## src/rtl/cvp_vmem_seq.sv

```systemverilog
// Vector load/store sequencer: moves VLen elements between memory (base + i*stride)
// and one vector register, with a MemRdy wait-state handshake on every access.
module cvp_vmem_seq #(
    parameter int unsigned DW    = 16,
    parameter int unsigned AW    = 16,
    parameter int unsigned ELEMS = 16
) (
    input  logic                       Clk,
    input  logic                       Reset,
    input  logic                       Start,
    input  logic                       Op,
    input  logic [AW-1:0]              Base,
    input  logic [AW-1:0]              Stride,
    input  logic [$clog2(ELEMS):0]     VLen,
    output logic [AW-1:0]              Addr,
    output logic                       RD,
    output logic                       WR,
    output logic [DW-1:0]              DataOut,
    input  logic [DW-1:0]              DataIn,
    input  logic                       MemRdy,
    output logic [$clog2(ELEMS)-1:0]   VIdx,
    output logic                       VWE,
    output logic [DW-1:0]              VWrData,
    input  logic [DW-1:0]              VRdData,
    output logic                       Busy,
    output logic                       Done,
    output logic                       Wrap
);

    localparam int unsigned IW = $clog2(ELEMS);
    localparam logic [IW:0] ELEMS_L = (IW+1)'(ELEMS);

    typedef enum logic [2:0] {
        IDLE     = 3'd0,
        LD_REQ   = 3'd1,
        LD_WB    = 3'd2,
        ST_FETCH = 3'd3,
        ST_REQ   = 3'd4,
        FIN      = 3'd5
    } state_t;

    state_t          state, stateNext;
    logic [IW-1:0]   idx, idxNext;
    logic [IW:0]     vlenQ, vlenNext;
    logic [AW-1:0]   strideQ, strideNext;
    logic [AW-1:0]   elemAddr, elemAddrNext;
    logic [AW-1:0]   addrNext;
    logic            rdNext, wrNext, vweNext, busyNext, doneNext, wrapNext;
    logic [DW-1:0]   dataOutNext, vwrDataNext;
    logic [IW-1:0]   vidxNext;

    logic [IW:0]     vlenClamp;
    logic [AW:0]     addrSum;
    logic            isLast;

    // Carry out of the address adder flags a wrap past 2^AW
    assign vlenClamp = (VLen > ELEMS_L) ? ELEMS_L : VLen;
    assign addrSum   = {1'b0, elemAddr} + {1'b0, strideQ};
    assign isLast    = ({1'b0, idx} == (vlenQ - (IW+1)'(1)));

    // State and registered outputs
    always_ff @(posedge Clk or negedge Reset) begin
        if (!Reset) begin
            state    <= IDLE;
            idx      <= '0;
            vlenQ    <= '0;
            strideQ  <= '0;
            elemAddr <= '0;
            Addr     <= '0;
            RD       <= 1'b0;
            WR       <= 1'b0;
            DataOut  <= '0;
            VIdx     <= '0;
            VWE      <= 1'b0;
            VWrData  <= '0;
            Busy     <= 1'b0;
            Done     <= 1'b0;
            Wrap     <= 1'b0;
        end else begin
            state    <= stateNext;
            idx      <= idxNext;
            vlenQ    <= vlenNext;
            strideQ  <= strideNext;
            elemAddr <= elemAddrNext;
            Addr     <= addrNext;
            RD       <= rdNext;
            WR       <= wrNext;
            DataOut  <= dataOutNext;
            VIdx     <= vidxNext;
            VWE      <= vweNext;
            VWrData  <= vwrDataNext;
            Busy     <= busyNext;
            Done     <= doneNext;
            Wrap     <= wrapNext;
        end
    end

    // Next-state and next-output logic
    always_comb begin
        stateNext    = state;
        idxNext      = idx;
        vlenNext     = vlenQ;
        strideNext   = strideQ;
        elemAddrNext = elemAddr;
        addrNext     = Addr;
        rdNext       = RD;
        wrNext       = WR;
        dataOutNext  = DataOut;
        vidxNext     = VIdx;
        vweNext      = 1'b0;
        vwrDataNext  = VWrData;
        busyNext     = Busy;
        doneNext     = 1'b0;
        wrapNext     = Wrap;

        case (state)
            IDLE: begin
                if (Start) begin
                    vlenNext     = vlenClamp;
                    strideNext   = Stride;
                    elemAddrNext = Base;
                    idxNext      = '0;
                    wrapNext     = 1'b0;
                    busyNext     = 1'b1;
                    if (vlenClamp == '0) begin
                        stateNext = FIN;
                    end else if (!Op) begin
                        addrNext  = Base;
                        rdNext    = 1'b1;
                        stateNext = LD_REQ;
                    end else begin
                        vidxNext  = '0;
                        stateNext = ST_FETCH;
                    end
                end
            end
            LD_REQ: begin
                if (MemRdy) begin
                    vwrDataNext = DataIn;
                    vidxNext    = idx;
                    vweNext     = 1'b1;
                    rdNext      = 1'b0;
                    stateNext   = LD_WB;
                end
            end
            LD_WB: begin
                if (isLast) begin
                    stateNext = FIN;
                end else begin
                    idxNext      = idx + IW'(1);
                    elemAddrNext = addrSum[AW-1:0];
                    addrNext     = addrSum[AW-1:0];
                    wrapNext     = Wrap | addrSum[AW];
                    rdNext       = 1'b1;
                    stateNext    = LD_REQ;
                end
            end
            ST_FETCH: begin
                // VRdData reflects VIdx presented during this cycle
                dataOutNext = VRdData;
                addrNext    = elemAddr;
                wrNext      = 1'b1;
                stateNext   = ST_REQ;
            end
            ST_REQ: begin
                if (MemRdy) begin
                    wrNext = 1'b0;
                    if (isLast) begin
                        stateNext = FIN;
                    end else begin
                        idxNext      = idx + IW'(1);
                        vidxNext     = idx + IW'(1);
                        elemAddrNext = addrSum[AW-1:0];
                        wrapNext     = Wrap | addrSum[AW];
                        stateNext    = ST_FETCH;
                    end
                end
            end
            FIN: begin
                doneNext  = 1'b1;
                busyNext  = 1'b0;
                stateNext = IDLE;
            end
            default: begin
                stateNext = IDLE;
            end
        endcase
    end

endmodule

```

## config.mk

```make
export PLATFORM = sky130hd
export DESIGN_NAME = cvp_vmem_seq
export DESIGN_NICKNAME = d
export VERILOG_FILES = /design/src/rtl/cvp_vmem_seq.sv
export SDC_FILE = /design/constraint.sdc
export NUM_CORES = 1
export LEC_CHECK = 0
export ABC_AREA = 1
export ABC_CLOCK_PERIOD_IN_PS = 3600
export CAP_MARGIN = 20
export CORE_ASPECT_RATIO = 1.4
export CORE_MARGIN = 2
export CORE_UTILIZATION = 55
export CTS_CLUSTER_SIZE = 30
export DETAILED_ROUTE_END_ITERATION = 8
export HOLD_SLACK_MARGIN = 0.06
export PLACE_DENSITY = 0.87
export SETUP_SLACK_MARGIN = 0.3
export SYNTH_ARGS = -nofsm -noshare
export SYNTH_HDL_FRONTEND = slang
export SYNTH_SLANG_ARGS = --single-unit
```

## constraint.sdc

```tcl
create_clock -name Clk -period 3.6 [get_ports Clk]
set_clock_uncertainty 0.05 [all_clocks]
set_input_delay 0.54 -clock Clk [delete_from_list [all_inputs] [get_ports Clk]]
set_output_delay 0.54 -clock Clk [all_outputs]
set_load 0.03 [all_outputs]
```

==> results of run 1 <==
-- cells by family (layout without fill, tap and decap cells) --
kind of cell	Yosys count	after routing
compound gates	53	53
flops	102	102
simple gates	529	529
xor+xnor	3	3
fa+ha+maj	19	19
buf+inv	122	258
-- layout by cell type (no fill, tap or decap), drive strengths merged, types with 10 or more instances in the layout --
| cell | count |
|---|---|
| o21ai | 22 |
| nor2 | 52 |
| dfrtp | 102 |
| ha | 18 |
| a21oi | 16 |
| buf | 10 |
| nand2 | 396 |
| nand3 | 53 |
| inv | 103 |
| nand4 | 14 |
| clkdlybuf4s50 | 130 |
-- metal layers --
layer	wire length, um	vias to the layer above	track usage, %
met2	8247	211	51.98
met5	0	-	0
met3	904	40	4.458
met4	452	0	11.95
met1	6130	2615	33.41
li1	-	2819	-
-- cell type report --
class                      count  area (um^2)  area share (%)
clock buffer                   9        225.2           2.989
clock inverter                 7        57.56          0.7639
inverter                     101        379.1           5.032
multi-input combinational    604         2741           36.38
sequential                   102         2552           33.88
tap                          138        172.7           2.292
timing repair buffer         141         1406           18.66
-- per-stage QoR --
stage	power [mW]	util (%)	hold WS (ns)
after floorplan	5.189	-	0.1944
after global placement	6.522	70.08	0.4014
after detailed placement	6.655	70.08	0.4108
after CTS	7.621	72.82	0.3720
after global routing	8.286	73.19	0.4549
final	7.648	73.19	0.4222
-- worst max-delay path by stage --
stage	from	endpoint	slack, ns	cells after the start
finish	state[2]$_DFFE_PN0P_	idx[2]$_DFFE_PN0P_	1.05	10
detailed placement	MemRdy	idx[2]$_DFFE_PN0P_	0.97	9
floorplan	strideQ[0]$_DFFE_PN0P_	Addr[6]$_DFFE_PN0P_	1.67	11
global placement	MemRdy	elemAddr[9]$_DFFE_PN0P_	1.04	9
global route	vlenQ[0]$_DFFE_PN0P_	Addr[8]$_DFFE_PN0P_	0.89	13
CTS	state[2]$_DFFE_PN0P_	idx[2]$_DFFE_PN0P_	1.07	10
-- repair_timing --
action / 4_1_cts / 5_1_grt
hold buffers: 0 / 1
endpoints found under the hold margin: 0 / 21
endpoints found under the setup margin: 0 / 0
-- worst register-to-register path: cells and delay by family, from the launching register on --
family / cells / cell delay, ns
compound gates: 2 / 0.31
flops: 1 / 0.40
simple gates: 5 / 1.22
buf+inv: 3 / 0.48
-- flip-flops by register name (all words and copies together) (netlist names), 3 cells and up --
| name | cells |
|---|---|
| VWrData | 16 |
| state | 3 |
| strideQ | 16 |
| Addr | 16 |
| vlenQ | 5 |
| idx | 4 |
| DataOut | 16 |
| VIdx | 4 |
| elemAddr | 16 |
-- power breakdown --
| group | internal (mW) | switching (mW) |
|---|---|---|
| registers | 1.68 | 0.341 |
| logic | 1.65 | 3.03 |
| clock network | 0.478 | 0.468 |
| total | 3.80 | 3.84 |
==> impl_summary.txt, run 1 <==
----------------------------------------------------
[Worst setup path]
  Critical setup path kind ... reg -> reg
  Cell with the largest stage delay on the worst path ... sky130_fd_sc_hd__nor2_2
  Longest individual stage delay on the worst path ... 0.57 ns
  Required @ worst endpoint ... 3.82 ns
  Reg2reg path depth ... 10
  Start of the worst register-to-register path ... state[2]$_DFFE_PN0P_
  Dominant delay contributor by cell family on the critical path ... simple AND/OR/NAND/NOR gates
  Ordered cell list for the critical path ... inv_2 > nand3_1 > buf_4 > nand2_2 > inv_2 > a21oi_2 > nand2_2 > nor2_2 > nand2_1 > o21ai_1
  Type of element capturing the critical path ... flip-flop
  Arrival time of the worst setup path ... 2.77 ns
  Count of buffer and inverter cells on the critical path ... 3
  Critical path startpoint category ... flip-flop
  CP Max Fanout ... 15
  Worst r2r dst ... idx[2]$_DFFE_PN0P_
  Slack of the worst reg-to-reg path ... 1.05 ns

[STA]
  Final worst path period share ... 70.78%
  Count of pins over their slew limit ... 0
  Achievable frequency ... 0.3925 GHz
  Pin slew with the least headroom to its limit ... 1.022 ns
  Final setup violating endpoints ... 0
  Final critical path time including I/O delays and setup ... 2.548 ns
  Relative slew slack ... 31.81%
  Setup repair after global routing missed its margin ... no
  Final hold viol count ... 0
  Final setup margin ... 1.052 ns
  Total Neg Setup Slack ... 0 ns

[Yosys]
  Seq/Total Area, Yosys ... 44.24%
  Number of distinct library cells after synthesis ... 30
  EDFF count, synth ... 0
  Most area-consuming cells after synthesis ... sky130_fd_sc_hd__dfrtp_1, sky130_fd_sc_hd__nand2_1, sky130_fd_sc_hd__inv_1, sky130_fd_sc_hd__nand3_1, sky130_fd_sc_hd__ha_1
  Parity-gate share of the synthesized area counting xor and xnor cells ... 0.4554%
  Cell taking the most area after synthesis ... sky130_fd_sc_hd__dfrtp_1
  Dominant combinational cell family by area after synthesis ... simple AND/OR/NAND/NOR gates
  #FFs+latches synth ... 102
  Number of warnings printed during yosys synthesis ... 0
  Main flop type after synthesis ... sky130_fd_sc_hd__dfrtp_1
  Basic-gate share of the synthesized area counting and, or, nand and nor cells ... 37.32%
  Cell with the most instances after synthesis ... sky130_fd_sc_hd__nand2_1
  Share of cell area taken by muxes after synthesis ... 0%
  Total standard cell area after synthesis ... 5769 um^2
  Top post-synthesis cells by count ... sky130_fd_sc_hd__nand2_1, sky130_fd_sc_hd__dfrtp_1, sky130_fd_sc_hd__inv_1, sky130_fd_sc_hd__nand3_1, sky130_fd_sc_hd__nor2_1
  Post-Synthesis Mean Instance Area ... 6.968 um^2
  Post-Synth Adder-Cell Area ... 4.251%
  Fraction of post-synthesis cell area in the top cell type by area ... 44.24%
  Syn nets ... 921
  Post-synth ARST share ... 100.0%
  Instance count of the mapped netlist ... 828
  Post-synthesis compound-gate area fraction ... 5.444%

[Placement]
  DP Wirelength ... 11,660 um
  Instance area after placement ... 7214 um^2
  Routability Congestion ... 0.9519
  PortBufs ... 131
  Worst slack at placement ... 0.9661 ns
  Inst Count DP ... 1,084

[Min path]
  Hold path endpoint ... VWrData[15]$_DFFE_PN0P_
  Start point of the worst min-delay path ... VWrData[15]$_DFFE_PN0P_
  Number of cells on the worst hold path ... 2
  Min-delay worst type ... reg -> reg

[Clock tree]
  Insertion delay to the later sink of the worst-skew pair ... 0.36 ns
  CTS tree ... done
  H-tree level count ... 3
  Number of clock sinks seen by CTS ... 102
  Post-cts repair resize count ... 0
  Clock tree root buffer cell ... sky130_fd_sc_hd__clkbuf_16
  Clock transition at the registers of the reported paths ... 0.07 ns
  Number of buffers created by CTS ... 9
  Post-CTS Setup Bufs ... 0
  Worst-case clock buffer depth ... 2

[Power and ir drop]
  Power density normalized to cell area ... 1015 nW/um^2
  LEAKAGE ... 4.052 nW
  Max IR drop VDD ... 0.4278 mV

[Finish]
  Area growth syn-to-layout ... 30.60%
  Final Net Count ... 1,052
  Fraction of layout cells with a size suffix above 1 ... 5.290%
  Count of antenna diodes in the layout ... 0
  Area of all placed cells without fillers ... 7535 um^2
  Final non-filler cell total ... 1,102
  Filler instances ... 824

[Drt]
  Final antenna-violating net count ... 0
  Detailed Route Iter0 Violations ... 328
  TritonRoute pass-1 iters ... 5
  Routed wire length per instance ... 14.28 um
  Total Wirelength ... 15,740 um
  DRC violation count after routing ... 0
  Overall via count from detail_route ... 5,685
  DR vias/cell ... 5.159

[Die]
  Horiz. Die Dim ... 90.56 um
  Initial core utilization ... 56.04%
  Core Area ... 10,290 um^2
  Number of top-level design ports ... 132
  Full die area ... 11,340 um^2
  Row Count ... 44
  Die height ... 125.2 um

[Job]
  # Max-Cap Violations ... 0

[Global route]
  Total global-route track usage ... 28.64%
  Global-route congestion overflow total ... 0
  Vias in the first global route ... 5,606
  Wire length of the first global-routing pass ... 26,170 um
  Antenna violations before repair ... 0
  Pin count of the biggest net entering global routing ... 87

[Run status]
  Result of the run ... finished, final reports clean

----------------------------------------------------
No activity file was read; power rests on OpenSTA's default activity.
==> run 2: changes to the inputs <==
--- a/config.mk
+++ b/config.mk
@@ -6,15 +6,15 @@
 export NUM_CORES = 1
 export LEC_CHECK = 0
 export ABC_AREA = 1
-export ABC_CLOCK_PERIOD_IN_PS = 3600
+export ABC_CLOCK_PERIOD_IN_PS = 2100
 export CAP_MARGIN = 20
 export CORE_ASPECT_RATIO = 1.4
 export CORE_MARGIN = 2
-export CORE_UTILIZATION = 55
+export CORE_UTILIZATION = 46
 export CTS_CLUSTER_SIZE = 30
 export DETAILED_ROUTE_END_ITERATION = 8
 export HOLD_SLACK_MARGIN = 0.06
-export PLACE_DENSITY = 0.87
+export PLACE_DENSITY = 0.77
 export SETUP_SLACK_MARGIN = 0.3
 export SYNTH_ARGS = -nofsm -noshare
 export SYNTH_HDL_FRONTEND = slang
==> constraint.sdc (replaced) <==
create_clock -name Clk -period 2.1 [get_ports Clk]
set_clock_uncertainty 0.05 [all_clocks]
set_input_delay 0.315 -clock Clk [delete_from_list [all_inputs] [get_ports Clk]]
set_output_delay 0.315 -clock Clk [all_outputs]
set_load 0.03 [all_outputs]
==> run 2 against run 1 <==
Net effect:
- fmax increased by 22%
- largest power group unchanged
- critical path type unchanged
- combinational power increased by 140%
- non-clock buffer count increased by 53
- critical endpoint is now Addr[6]$_DFFE_PN0P_
- highest routed layer unchanged
==> impl_summary.txt, run 2 (synthesized netlist as in run 1, its figures left out) <==
----------------------------------------------------
[Power and ir drop]
  Sequential cell fraction of total power ... 22.0% (was 26.4%)
  Internal Dissipation ... 8.223 mW (was 3.804 mW)
  Max IR drop VDD ... 1.011 mV (was 0.4278 mV)
  Power density normalized to cell area ... 1858 nW/um^2 (was 1015 nW/um^2)
  Total Power ... 16.23 mW (was 7.648 mW)
  Fraction of power spent switching nets ... 49.34% (was 50.26%)
  Combinational cell fraction of total power ... 67.7% (was 61.2%)
  LEAKAGE ... 4.590 nW (was 4.052 nW)
  Power spent charging and discharging nets ... 8.009 mW (was 3.844 mW)
  Power share of the clock group ... 10.4% (was 12.4%)

[Finish]
  Final non-filler cell total ... 1,168 (was 1,102)
  Area growth syn-to-layout ... 51.40% (was 30.60%)
  Final Net Count ... 1,106 (was 1,052)
  Leading cell types in the layout, fill and taps excluded ... sky130_fd_sc_hd__nand2_1, sky130_fd_sc_hd__clkdlybuf4s50_1, sky130_fd_sc_hd__dfrtp_1 (unchanged)
  Count of antenna diodes in the layout ... 0 (unchanged)
  Most frequent standard cell in the layout excluding fill and tap cells ... sky130_fd_sc_hd__nand2_1 (unchanged)
  Fraction of layout cells with a size suffix above 1 ... 21.22% (was 5.290%)

[Clock tree]
  Clock tree root buffer cell ... sky130_fd_sc_hd__clkbuf_16 (unchanged)
  Insertion delay to the later sink of the worst-skew pair ... 0.35 ns (was 0.36 ns)
  H-tree level count ... 3 (unchanged)
  Number of clock sinks seen by CTS ... 102 (unchanged)
  Worst-case clock buffer depth ... 2 (unchanged)
  CTS tree ... done (unchanged)
  Number of buffers created by CTS ... 9 (unchanged)
  Clock transition at the registers of the reported paths ... 0.08 ns (was 0.07 ns)

[STA]
  Achievable frequency ... 0.4800 GHz (was 0.3925 GHz)
  Final setup violating endpoints ... 0 (unchanged)
  Count of pins over their slew limit ... 0 (unchanged)
  Final worst path period share ... 99.21% (was 70.78%)
  Setup repair after global routing missed its margin ... yes (was no)
  Final critical path time including I/O delays and setup ... 2.083 ns (was 2.548 ns)
  Pin slew with the least headroom to its limit ... 0.4509 ns (was 1.022 ns)
  Relative slew slack ... 69.91% (was 31.81%)
  Final worst hold slack ... 0.3921 ns (was 0.4222 ns)
  Final hold viol count ... 0 (unchanged)

[Drt]
  Total Wirelength ... 18,320 um (was 15,740 um)
  TritonRoute pass-1 iters ... 5 (unchanged)
  Routed wire length per instance ... 15.68 um (was 14.28 um)
  Overall via count from detail_route ... 6,115 (was 5,685)
  Final antenna-violating net count ... 0 (unchanged)
  DR vias/cell ... 5.235 (was 5.159)
  DRC violation count after routing ... 0 (unchanged)
  Detailed Route Iter0 Violations ... 379 (was 328)

[Worst setup path]
  Start of the worst register-to-register path ... strideQ[0]$_DFFE_PN0P_ (was state[2]$_DFFE_PN0P_)
  Worst r2r dst ... Addr[6]$_DFFE_PN0P_ (was idx[2]$_DFFE_PN0P_)
  Required @ worst endpoint ... 2.30 ns (was 3.82 ns)
  Arrival time of the worst setup path ... 2.28 ns (was 2.77 ns)
  Critical setup path kind ... reg -> reg (unchanged)
  Critical path startpoint category ... flip-flop (unchanged)
  CP Max Fanout ... 4 (was 15)
  Slack of the worst reg-to-reg path ... 0.02 ns (was 1.05 ns)
  Type of element capturing the critical path ... flip-flop (unchanged)
  Reg2reg path depth ... 11 (was 10)
  Critical Path Start ... strideQ[0]$_DFFE_PN0P_ (was state[2]$_DFFE_PN0P_)

[Die]
  Initial core utilization ... 46.86% (was 56.04%)
  Row Count ... 48 (was 44)
  Core Area ... 12,310 um^2 (was 10,290 um^2)
  Number of top-level design ports ... 132 (unchanged)
  Die height ... 136.5 um (was 125.2 um)
  Full die area ... 13,470 um^2 (was 11,340 um^2)
  Horiz. Die Dim ... 98.65 um (was 90.56 um)

[Min path]
  Min-delay worst type ... in -> async (was reg -> reg)

[Global route]
  Global-route congestion overflow total ... 0 (unchanged)
  Pin count of the biggest net entering global routing ... 53 (was 87)
  Antenna violations before repair ... 0 (unchanged)
  Total global-route track usage ... 24.48% (was 28.64%)
  Wire length of the first global-routing pass ... 26,520 um (was 26,170 um)
  Vias in the first global route ... 5,562 (was 5,606)

[Placement]
  Inst Count DP ... 1,111 (was 1,084)
  PortBufs ... 131 (unchanged)
  Routability Congestion ... 0.8971 (was 0.9519)
  DP Wirelength ... 12,110 um (was 11,660 um)

[Job]
  # Max-Cap Violations ... 0 (unchanged)

[Run status]
  Result of the run ... finished, final reports clean (unchanged)

----------------------------------------------------
## run 2: power groups by stage
stage	Clock [mW]	Sequential, mW	Combinational [mW]
floorplan	0	4.35	4.62
global placement	0	3.43	8.19
detailed placement	0	3.45	8.27
CTS	1.71	3.51	9.13
global route	1.79	3.66	11.9
finish	1.68	3.56	11.0
## run 2: layout make-up
class / count / area, um^2
clock inverter: 7 / 73.82
inverter: 101 / 397.9
clock buffer: 9 / 225.2
timing repair inverter: 1 / 8.758
fill: 923 / 3577
sequential: 102 / 2556
tap: 150 / 187.7
timing repair buffer: 194 / 1927
multi-input combinational: 604 / 3358
## run 2: stage by stage
stage / worst slack (ns) / TNS (ns) / instance area (um^2) / utilization (%)
floorplan: 0.2956 / 0 / 5806 / -
global placement: 0.004998 / 0 / 7387 / 60.00
detailed placement: -0.04312 / -0.2637 / 7387 / 60.00
CTS: 0.1968 / 0 / 8090 / 65.71
global route: -0.04165 / -0.1160 / 8735 / 70.95
finish: 0.01658 / 0 / 8735 / 70.95
## run 2: worst max path at each step
stage / cells after the start / to / slack [ns]
6_report: 11 / Addr[6]$_DFFE_PN0P_ / 0.02
3_3_place_gp: 9 / elemAddr[13]$_DFFE_PN0P_ / 0.005
2_1_floorplan: 11 / Addr[6]$_DFFE_PN0P_ / 0.30
3_5_place_dp: 9 / elemAddr[15]$_DFFE_PN0P_ / -0.04
5_1_grt: 11 / elemAddr[6]$_DFFE_PN0P_ / -0.04
4_1_cts: 11 / Addr[6]$_DFFE_PN0P_ / 0.20
## run 2: worst max-delay path, stage by stage (launching register included)
cell and delay (ns):
sky130_fd_sc_hd__dfrtp_1 0.42, sky130_fd_sc_hd__ha_4 0.18, sky130_fd_sc_hd__fa_2 0.43, sky130_fd_sc_hd__nand2_1 0.12, sky130_fd_sc_hd__nand3_2 0.09, sky130_fd_sc_hd__nand3_2 0.09
sky130_fd_sc_hd__nand2_2 0.08, sky130_fd_sc_hd__or2_4 0.25, sky130_fd_sc_hd__nand3_2 0.07, sky130_fd_sc_hd__nand3_2 0.08, sky130_fd_sc_hd__nand2_2 0.08, sky130_fd_sc_hd__nand2_1 0.04
## run 2: routing by layer
layer  track usage, %  wire (um)
met5                0          0
met4            9.970        813
met3            3.473       1043
met2            44.48       9744
met1            28.96       6715
## run 2: repair_timing
action | in CTS | in global routing
pin swaps | 19 | 60
endpoints found under the setup margin | 40 | 76
hold endpoints to repair | 30 | 0
buffers inserted | 18 | 19
hold buffers | 1 | 0
resized for setup | 38 | 132
cloned | 0 | 3
